$ cat src/rtl/csr_pkg.sv
// rtl/csr_pkg.sv - CSR addresses, trap cause codes and mtvec mode encoding.
package csr_pkg;

  localparam logic [11:0] CSR_MSTATUS  = 12'h300;
  localparam logic [11:0] CSR_MIE      = 12'h304;
  localparam logic [11:0] CSR_MTVEC    = 12'h305;
  localparam logic [11:0] CSR_MSCRATCH = 12'h340;
  localparam logic [11:0] CSR_MEPC     = 12'h341;
  localparam logic [11:0] CSR_MCAUSE   = 12'h342;
  localparam logic [11:0] CSR_MIP      = 12'h344;
  localparam logic [11:0] CSR_MIRQCFG  = 12'h7C0;
  localparam logic [11:0] CSR_MCYCLE   = 12'hB00;
  localparam logic [11:0] CSR_MCYCLEH  = 12'hB80;

  localparam logic [4:0] CAUSE_PC_MISALIGN = 5'd0;
  localparam logic [4:0] CAUSE_ILLEGAL     = 5'd2;
  localparam logic [4:0] CAUSE_LOAD_FAULT  = 5'd5;
  localparam logic [4:0] CAUSE_TIMER       = 5'd7;
  localparam logic [4:0] CAUSE_LOCAL_BASE  = 5'd16;

  typedef enum logic [1:0] {
    MTVEC_DIRECT   = 2'd0,
    MTVEC_VECTORED = 2'd1
  } mtvec_mode_e;

endpackage

$ cat src/rtl/irq_sync_edge.sv
// rtl/irq_sync_edge.sv - multi-stage synchronizer with rising-edge detect for one interrupt line.
module irq_sync_edge #(
  parameter int SYNC_STAGES = 2
) (
  input  logic clk,
  input  logic reset,
  input  logic irq_async,
  output logic irq_sync,
  output logic irq_rise
);

  logic [SYNC_STAGES-1:0] r_sync;
  logic                   r_prev;

  always_ff @(posedge clk) begin
    if (!reset) begin
      r_sync <= '0;
      r_prev <= 1'b0;
    end else begin
      r_sync <= {r_sync[SYNC_STAGES-2:0], irq_async};
      r_prev <= r_sync[SYNC_STAGES-1];
    end
  end

  assign irq_sync = r_sync[SYNC_STAGES-1];
  assign irq_rise = r_sync[SYNC_STAGES-1] & ~r_prev;

endmodule

$ cat src/rtl/csr_intc.sv
// rtl/csr_intc.sv - machine-mode CSR file with local/timer interrupt controller and trap sequencing.
module csr_intc
  import csr_pkg::*;
#(
  parameter int NIRQ        = 4,
  parameter int PC_W        = 23,
  parameter int SYNC_STAGES = 2
) (
  input  logic            clk,
  input  logic            reset,
  input  logic [NIRQ-1:0] irq_i,
  input  logic            timer_irq,
  input  logic [2:0]      exceptions,
  input  logic            enter_isr,
  input  logic            mret,
  input  logic [11:0]     csr_addr,
  input  logic [31:0]     csr_wdata,
  input  logic            csr_we,
  output logic [31:0]     csr_rdata,
  input  logic [PC_W-1:0] pc,
  output logic [PC_W-1:0] isr_return,
  output logic [PC_W-1:0] isr_target,
  output logic            interrupt_pending
);

  localparam logic [31:0] MIE_MASK = 32'h80 | (((32'h1 << NIRQ) - 32'h1) << 16);

  logic             r_mstatus_mie;
  logic             r_mstatus_mpie;
  logic [31:0]      r_mie;
  logic [29:0]      r_mtvec_base;
  mtvec_mode_e      r_mtvec_mode;
  logic [31:0]      r_mscratch;
  logic [31:0]      r_mepc;
  logic [31:0]      r_mcause;
  logic [NIRQ-1:0]  r_mip_loc;
  logic             r_mip_tmr;
  logic [NIRQ-1:0]  r_mirqcfg;
  logic [63:0]      r_mcycle;

  logic [NIRQ-1:0]  w_sync;
  logic [NIRQ-1:0]  w_rise;
  logic [31:0]      w_mip;
  logic [31:0]      w_active;
  logic             w_cause_valid;
  logic             w_cause_intr;
  logic [4:0]       w_cause_code;
  logic [31:0]      w_cause_next;
  logic             w_we_mip;

  for (genvar g = 0; g < NIRQ; g++) begin : g_sync
    irq_sync_edge #(.SYNC_STAGES(SYNC_STAGES)) u_sync (
      .clk       (clk),
      .reset     (reset),
      .irq_async (irq_i[g]),
      .irq_sync  (w_sync[g]),
      .irq_rise  (w_rise[g])
    );
  end

  always_comb begin
    w_mip           = '0;
    w_mip[7]        = r_mip_tmr;
    w_mip[16+:NIRQ] = r_mip_loc;
  end

  assign w_active          = r_mie & w_mip;
  assign interrupt_pending = r_mstatus_mie & (|w_active);
  assign w_we_mip          = csr_we && (csr_addr == CSR_MIP);

  // Lowest priority is evaluated first so that higher-priority sources overwrite it.
  always_comb begin
    w_cause_valid = 1'b0;
    w_cause_intr  = 1'b0;
    w_cause_code  = '0;
    if (exceptions[2]) begin w_cause_valid = 1'b1; w_cause_code = CAUSE_LOAD_FAULT;  end
    if (exceptions[0]) begin w_cause_valid = 1'b1; w_cause_code = CAUSE_PC_MISALIGN; end
    if (exceptions[1]) begin w_cause_valid = 1'b1; w_cause_code = CAUSE_ILLEGAL;     end
    if (r_mstatus_mie) begin
      if (w_active[7]) begin
        w_cause_valid = 1'b1;
        w_cause_intr  = 1'b1;
        w_cause_code  = CAUSE_TIMER;
      end
      for (int i = NIRQ - 1; i >= 0; i--) begin
        if (w_active[16+i]) begin
          w_cause_valid = 1'b1;
          w_cause_intr  = 1'b1;
          w_cause_code  = CAUSE_LOCAL_BASE + 5'(i);
        end
      end
    end
  end

  assign w_cause_next = {w_cause_intr, 26'd0, w_cause_code};
  assign isr_return   = PC_W'(r_mepc);
  assign isr_target   = PC_W'({r_mtvec_base, 2'b00}) +
                        ((r_mtvec_mode == MTVEC_VECTORED && w_cause_intr) ?
                         PC_W'({w_cause_code, 2'b00}) : PC_W'(0));

  always_ff @(posedge clk) begin
    if (!reset) begin
      r_mstatus_mie  <= 1'b0;
      r_mstatus_mpie <= 1'b0;
      r_mie          <= '0;
      r_mtvec_base   <= '0;
      r_mtvec_mode   <= MTVEC_VECTORED;
      r_mscratch     <= '0;
      r_mepc         <= '0;
      r_mcause       <= '0;
      r_mip_loc      <= '0;
      r_mip_tmr      <= 1'b0;
      r_mirqcfg      <= '0;
      r_mcycle       <= '0;
    end else begin
      r_mip_tmr <= timer_irq;
      // Edge latches: a new edge beats a software clear in the same cycle.
      for (int i = 0; i < NIRQ; i++) begin
        if (!r_mirqcfg[i])                         r_mip_loc[i] <= w_sync[i];
        else if (w_rise[i])                        r_mip_loc[i] <= 1'b1;
        else if (w_we_mip && !csr_wdata[16+i])     r_mip_loc[i] <= 1'b0;
      end

      if (enter_isr) begin
        r_mepc         <= 32'(pc);
        r_mstatus_mpie <= r_mstatus_mie;
        r_mstatus_mie  <= 1'b0;
        if (w_cause_valid) r_mcause <= w_cause_next;
      end else if (mret) begin
        r_mstatus_mie  <= r_mstatus_mpie;
        r_mstatus_mpie <= 1'b1;
      end

      r_mcycle <= r_mcycle + 64'd1;

      // Software writes come last so they override the hardware updates above.
      if (csr_we) begin
        case (csr_addr)
          CSR_MSTATUS: begin
            r_mstatus_mie  <= csr_wdata[3];
            r_mstatus_mpie <= csr_wdata[7];
          end
          CSR_MIE:      r_mie <= csr_wdata & MIE_MASK;
          CSR_MTVEC: begin
            r_mtvec_base <= csr_wdata[31:2];
            r_mtvec_mode <= (csr_wdata[1:0] == 2'd1) ? MTVEC_VECTORED : MTVEC_DIRECT;
          end
          CSR_MSCRATCH: r_mscratch <= csr_wdata;
          CSR_MEPC:     r_mepc     <= csr_wdata;
          CSR_MCAUSE:   r_mcause   <= csr_wdata;
          CSR_MIRQCFG:  r_mirqcfg  <= csr_wdata[NIRQ-1:0];
          CSR_MCYCLE:   r_mcycle   <= {r_mcycle[63:32], csr_wdata};
          CSR_MCYCLEH:  r_mcycle   <= {csr_wdata, r_mcycle[31:0]};
          default: ;
        endcase
      end
    end
  end

  always_comb begin
    csr_rdata = '0;
    case (csr_addr)
      CSR_MSTATUS:  csr_rdata = {24'd0, r_mstatus_mpie, 3'd0, r_mstatus_mie, 3'd0};
      CSR_MIE:      csr_rdata = r_mie;
      CSR_MTVEC:    csr_rdata = {r_mtvec_base, r_mtvec_mode};
      CSR_MSCRATCH: csr_rdata = r_mscratch;
      CSR_MEPC:     csr_rdata = r_mepc;
      CSR_MCAUSE:   csr_rdata = r_mcause;
      CSR_MIP:      csr_rdata = w_mip;
      CSR_MIRQCFG:  csr_rdata = 32'(r_mirqcfg);
      CSR_MCYCLE:   csr_rdata = r_mcycle[31:0];
      CSR_MCYCLEH:  csr_rdata = r_mcycle[63:32];
      default:      csr_rdata = '0;
    endcase
  end

endmodule

$ cat config.mk
export PLATFORM = sky130hd
export DESIGN_NAME = csr_intc
export DESIGN_NICKNAME = d
export VERILOG_FILES = /design/src/rtl/csr_pkg.sv /design/src/rtl/irq_sync_edge.sv /design/src/rtl/csr_intc.sv
export SDC_FILE = /design/constraint.sdc
export NUM_CORES = 1
export LEC_CHECK = 0
export ABC_AREA = 0
export BUFFER_PORTS_ARGS = -buffer_cell sky130_fd_sc_hd__buf_2
export CORE_ASPECT_RATIO = 1.1
export CORE_UTILIZATION = 63
export DETAILED_ROUTE_END_ITERATION = 12
export GPL_TIMING_DRIVEN = 1
export PLACE_DENSITY = 0.91
export REMOVE_ABC_BUFFERS = 1
export SLEW_MARGIN = 20
export SYNTH_ARGS = -nofsm -noshare
export SYNTH_HDL_FRONTEND = slang
export SYNTH_HIERARCHICAL = 1
export SYNTH_SLANG_ARGS = --single-unit
$ cat constraint.sdc
create_clock -name clk -period 6.85 [get_ports clk]
set_clock_uncertainty 0.2 [all_clocks]
set_input_delay 0.685 -clock clk [delete_from_list [all_inputs] [get_ports clk]]
set_output_delay 0.685 -clock clk [all_outputs]
set_load 0.05 [all_outputs]
Word level (Yosys, flattened, before mapping)
Cells that the tools add are included.
{ "word_totals": {"register_bits": 220, "latch_bits": 0, "mem_bits_rw": 0, "mem_bits_ro": 0, "inputBits": 80, "out_inout_bits": 79, "wordCells": 125, "mem_count": 0} }
{ "op_classes": {"add_sub_neg": 2, "n_mul": 0, "div_mod_pow": 0, "order_cmp": 0, "n_eq_ne": 18, "n_shift": 0, "n_mux": 56, "bitwise": 10, "reduce_logical": 15} }
{ "op_table": {"columns": ["op", "count"], "rows": [
  ["$pmux W32 S10", 1],
  ["$mux W32", 7],
  ["$pmux W64 S2", 1],
  ["$eq A12 B10 Y1 const B", 7],
  ["$add A64 B1 Y64 const B", 1],
  ["$mux W64", 1],
  ["$mux W5", 8],
  ["$mux W1", 36],
  ["$reduce_or A32 Y1", 1],
  ["$eq A12 B12 Y1 const B", 2],
  ["$add A23 B7 Y23", 1],
  ["$and A20 B20 Y20", 1],
  ["$eq A12 B11 Y1 const B", 1],
  ["$ne A3 B1 Y1 const B", 4],
  ["$reduce_and A2 Y1", 4],
  ["$mux W7", 1],
  ["$logic_and A1 B1 Y1", 6],
  ["$and A1 B1 Y1", 5],
  ["$eq A2 B1 Y1 const B", 2],
  ["$logic_not A1 Y1", 4],
  ["$ne A2 B2 Y1 const B", 2],
  ["$not A1 Y1", 4],
  ["$mux W3", 1]
]} }

Depth between registers and ports, before layout
{ "depth": {"ltp_word": 13, "depth_mapped": 13, "mapped_depth_nobuf": 13} }

Cells and area by module
The synthesis kept the hierarchy.
{ "modules_own_cells": {"columns": ["mod", "instances", "cells_each", "area_each_um2"], "rows": [
  ["csr_intc", 1, 1510, 11649.9],
  ["irq_sync_edge", 4, 7, 92.6]
]} }

Worst setup path before layout
Ideal clock, no wire load.
{ "synth_path": {"kind": "reg2out", "start": "register r_mie[17]", "end": "output isr_target[21]", "arrival_ns": 3.910, "slack_ns": 2.055, "stages_incl_launch_ff": 12, "n_path_buf": 0, "cell_sequence": "dfxtp_1 > a22oi_1 > a31oi_1 > nand2_1 > nor2_1 > ha_1 > a21o_1 > a21o_1 > a31oi_1 > nand3b_1 > nor3_1 > xnor2_1"} }
{ "synth_between": {"elab_chain_len": 7, "word_cells_on_any_way": 10, "classes_between": "add/sub: 1; mux: 7; bitwise: 1; reduce/logical: 1"} }
{ "synth_lines": {"columns": ["item", "line_no", "rtl"], "rows": [
  ["start, declared", "csr_intc.sv:30", "logic [31:0] r_mie;"],
  ["start signal, assigned", "csr_intc.sv:143", "CSR_MIE: r_mie <= csr_wdata & MIE_MASK;"],
  ["$and A20 B20 Y20 (*)", "csr_intc.sv:67", "assign w_active = r_mie & w_mip;"],
  ["$mux W1 (2 in series)", "csr_intc.sv:86", "if (w_active[16+i]) begin"],
  ["$mux W1", "csr_intc.sv:79", "if (r_mstatus_mie) begin"],
  ["$logic_and A1 B1 Y1", "csr_intc.sv:98", "((r_mtvec_mode == MTVEC_VECTORED && w_cause_intr) ?"],
  ["$mux W7 (*)", "csr_intc.sv:98", null],
  ["$add A23 B7 Y23 (*)", "csr_intc.sv:97", "assign isr_target = PC_W'({r_mtvec_base, 2'b00}) +"],
  ["end, declared", "csr_intc.sv:22", "output logic [PC_W-1:0] isr_target,"]
]} }
Every way passes the cells marked *; elsewhere a longest branch is shown, timed or not.

Worst setup path after layout
{ "layout_path": {"start": "register r_mstatus_mie", "end": "output isr_target[13]"} }
{ "layout_between": {"elab_chain_len": 4, "word_cells_on_any_way": 5, "classes_between": "add/sub: 1; mux: 3; reduce/logical: 1"} }
{ "layout_lines": {"columns": ["item", "line_no", "rtl"], "rows": [
  ["start, declared", "csr_intc.sv:28", "logic r_mstatus_mie;"],
  ["start signal, assigned", "csr_intc.sv:130", "r_mstatus_mie <= r_mstatus_mpie;"],
  ["start signal, assigned", "csr_intc.sv:140", "r_mstatus_mie <= csr_wdata[3];"],
  ["$mux W1", "csr_intc.sv:79", null],
  ["$logic_and A1 B1 Y1", "csr_intc.sv:98", null],
  ["$mux W7 (*)", "csr_intc.sv:98", null],
  ["$add A23 B7 Y23 (*)", "csr_intc.sv:97", null]
]} }
Marked as above.

==> flow_metrics.tcl <==
set metrics [dict create \
    drt-wirelength-per-cell_um 21.8 \
    vdd_drop_max_uv 238 \
    ant_nets 0 \
    cts_setup_buffers 0 \
    synth_top_cell_area_share_pct 36.5 \
    reg2regPathDepth 6 \
    gp_congestion 1.01 \
    cp-start-kind "register" \
    cts_resized 0 \
    maxSlewHeadroom_pct 28.3 \
    die_w_um 134 \
    vias_per_cell 6.82 \
    final_cell_mix "288 x nand2_1, 219 x dfxtp_1, 177 x a21oi_1" \
    synth_area_leaders "dfxtp_1 36%, nand2_1 9.0%, a21oi_1 7.4%" \
    async_flop_share_pct 0 \
    hold_viol 0 \
    grt.total_usage_pct 40.6 \
    status "complete, no violations" \
    synth_cells 1538 \
    finalCritPeriodShare_pct 69.8 \
    cts-buffers-inserted 23 \
    layout-drive-gt1-share_pct 17.4 \
    synth.avg_cell_area_um2 7.82 \
    setup_viol 0 \
    routed-via-count 12700 \
    worstHoldEndpoint "g_sync[0].u_sync/r_sync[0]" \
    fmax_mhz 209 \
    num_antenna_cells 0 \
    ys_warn_count 6 \
    arrival_ns 3.90 \
    fin_nets 1693 \
    synth_top_cell_by_area "dfxtp_1" \
    final_common_cell "nand2_1" \
    initial_core_util_pct 64.8 \
    grt_pass1_wl_um 63200 \
    drt-initial-drc-count 1634 \
    core_um2 18500 \
    place.detailed.hpwl_um 26600 \
    synthDistinctLibCells 75 \
    hold_start "irq_i[0]" \
    drv_slew 0 \
    hp-class "primary input to register" \
    worstSkewPairLatency_ns 0.53 \
    cp-end-kind "primary output" \
    die-area_um2 19600 \
    drc 0 \
    cts.sinks 219 \
    r2r-end "r_mcycle[63]" \
    antenna_found_initial 0 \
    fp-row-count 52 \
    numPortBuffers 156 \
    synth-seq-cells 219 \
    grt_max_degree 77 \
    synthFlopType "dfxtp_1" \
    gr-total-overflow 0 \
    ctsHtreeMaxLevel 1 \
    tightest_slew_ns 1.07 \
    critPathMaxFanout 7 \
    rsz0062_at_grt "no" \
    r2r_setup_slack_ns 3.62 \
    whs_path_depth 2 \
    root_buffer "clkbuf_16" \
    final.setup.tns_ns 0 \
    die_h_um 147 \
    syn_to_final_growth_pct 11.7 \
    pin_count 159 \
    dr.pass1.iters 8 \
    cp_data_required_time_ns 5.96 \
    wl_um 40700 \
    p_total_mw 2.84 \
    leakagePower_nw 5.03 \
    r2r_start "r_mcycle[32]" \
    cts_tree "done" \
    seqCellArea_um2 4380 \
    grt_pass1_vias 11900 \
    cap_violations 0 \
    final.min_clock_period_ns 4.78 \
    multi_input_area_um2 6910 \
    clock_tree.buffer_depth 3 \
    synth_edf_count 0 \
    yosysSeqAreaShare_pct 36.5 \
    netlist_area_um2 12000 \
    criticalPathCategory "register to primary output" \
    cts.hold.buffers_added 0 \
    powerDensity_nw_per_um2 212 \
    fillCellCount 1449 \
    clk_pin_slew_worst_paths_ns 0.06 \
]
==> how the worst max path moves through the flow <==
stage,startpoint,endpoint,slack [ns],cells after the start
global placement,csr_addr[6],csr_rdata[4],2.55,8
detailed placement,csr_addr[6],r_mepc[6],2.40,8
CTS,r_mie[17],isr_target[15],2.17,12
floorplan,r_mie[17],isr_target[21],2.05,11
global route,r_mie[17],isr_target[13],1.97,12
finish,r_mstatus_mie,isr_target[13],2.07,12
==> stage by stage <==
stage	setup WS [ns]	utilization, %	hold WS [ns]	cells	instance area [um2]
finish	2.07	72.4	0.166	1866	13400
global route	1.97	72.4	0.173	1866	13400
CTS	2.17	72.3	0.164	1865	13400
detailed placement	2.40	68.0	0.213	1824	12600
global placement	2.55	68.0	0.209	1824	12600
floorplan	2.05	-	0.206	1404	11300
==> sequential cells by signal, summed over array words and instances (netlist names) <==
register,flops
r_mcycle,64
r_mcause,32
r_mepc,32
r_mscratch,32
r_mtvec_base,30
g_sync.u_sync/r_sync,8
r_mie,5
g_sync.u_sync/r_prev,4
r_mip_loc,4
r_mirqcfg,4
r_mip_tmr,1
r_mstatus_mie,1
r_mstatus_mpie,1
r_mtvec_mode,1
==> Yosys cell counts, types with 4 or more instances <==
library cell	n
and3_1	19
nand3b_1	11
a31oi_1	13
xnor2_1	22
xor2_1	10
mux2_2	36
buf_2	29
a32oi_1	12
a21o_1	5
inv_1	18
nand4_1	22
a221oi_1	5
o21ai_0	63
o211ai_1	6
nor2b_4	4
a2bb2oi_1	4
o21a_1	8
ha_1	5
or3_1	4
nor4b_1	4
and2_1	23
mux2i_1	39
o211a_1	5
a222oi_1	28
a211oi_1	29
nor3_1	34
nand2_1	288
a22oi_1	32
a21oi_1	177
or2_2	4
clkbuf_1	70
nor4_1	15
nor2_1	92
buf_4	30
a311oi_1	4
nor4_2	4
nand3_1	84
nor4_4	4
dfxtp_1	219
==> cell families after synthesis <==
kind of cell,synth area share (%)
simple gates,26.1
fa+ha+maj,0.687
flops,36.5
xor+xnor,2.33
buf+inv,6.25
other cells,0.0312
compound gates,21.5
mux,6.62
==> power by group <==
part           switching (mW)  leakage (nW)  total [mW]  internal, mW
Combinational           0.135          2.86       0.195        0.0601
Clock                   0.529         0.395        1.34         0.811
Sequential             0.0168          1.77        1.31          1.29
==> critical path, stage by stage (launching register included) <==
cell and delay (ns):
dfxtp_1 0.46, inv_1 0.15, a31oi_1 0.53, nand2_1 0.18, nor2_1 0.23, ha_1 0.27
a21o_1 0.16, a21o_1 0.20, a31oi_1 0.24, nand3b_1 0.38, nor3_1 0.11, xor2_1 0.17
buf_2 0.29
==> area by class of cell <==
type | instances | area share, %
multi-input cells | 1166 | 51.5
clock inverters | 9 | 1.11
repair buffers | 178 | 7.09
well taps | 243 | 2.26
flip-flops and latches | 219 | 32.7
clock buffers | 32 | 4.84
inverters | 19 | 0.550
==> metal layers <==
metal	global-route usage, %	up-vias	share of wire (%)
li1	-	5667	-
met1	50.7	5904	37
met2	64.1	936	45
met3	7.63	212	11
met4	25.9	0	6.5
met5	0	-	0
(Power assumes the default switching activity.)
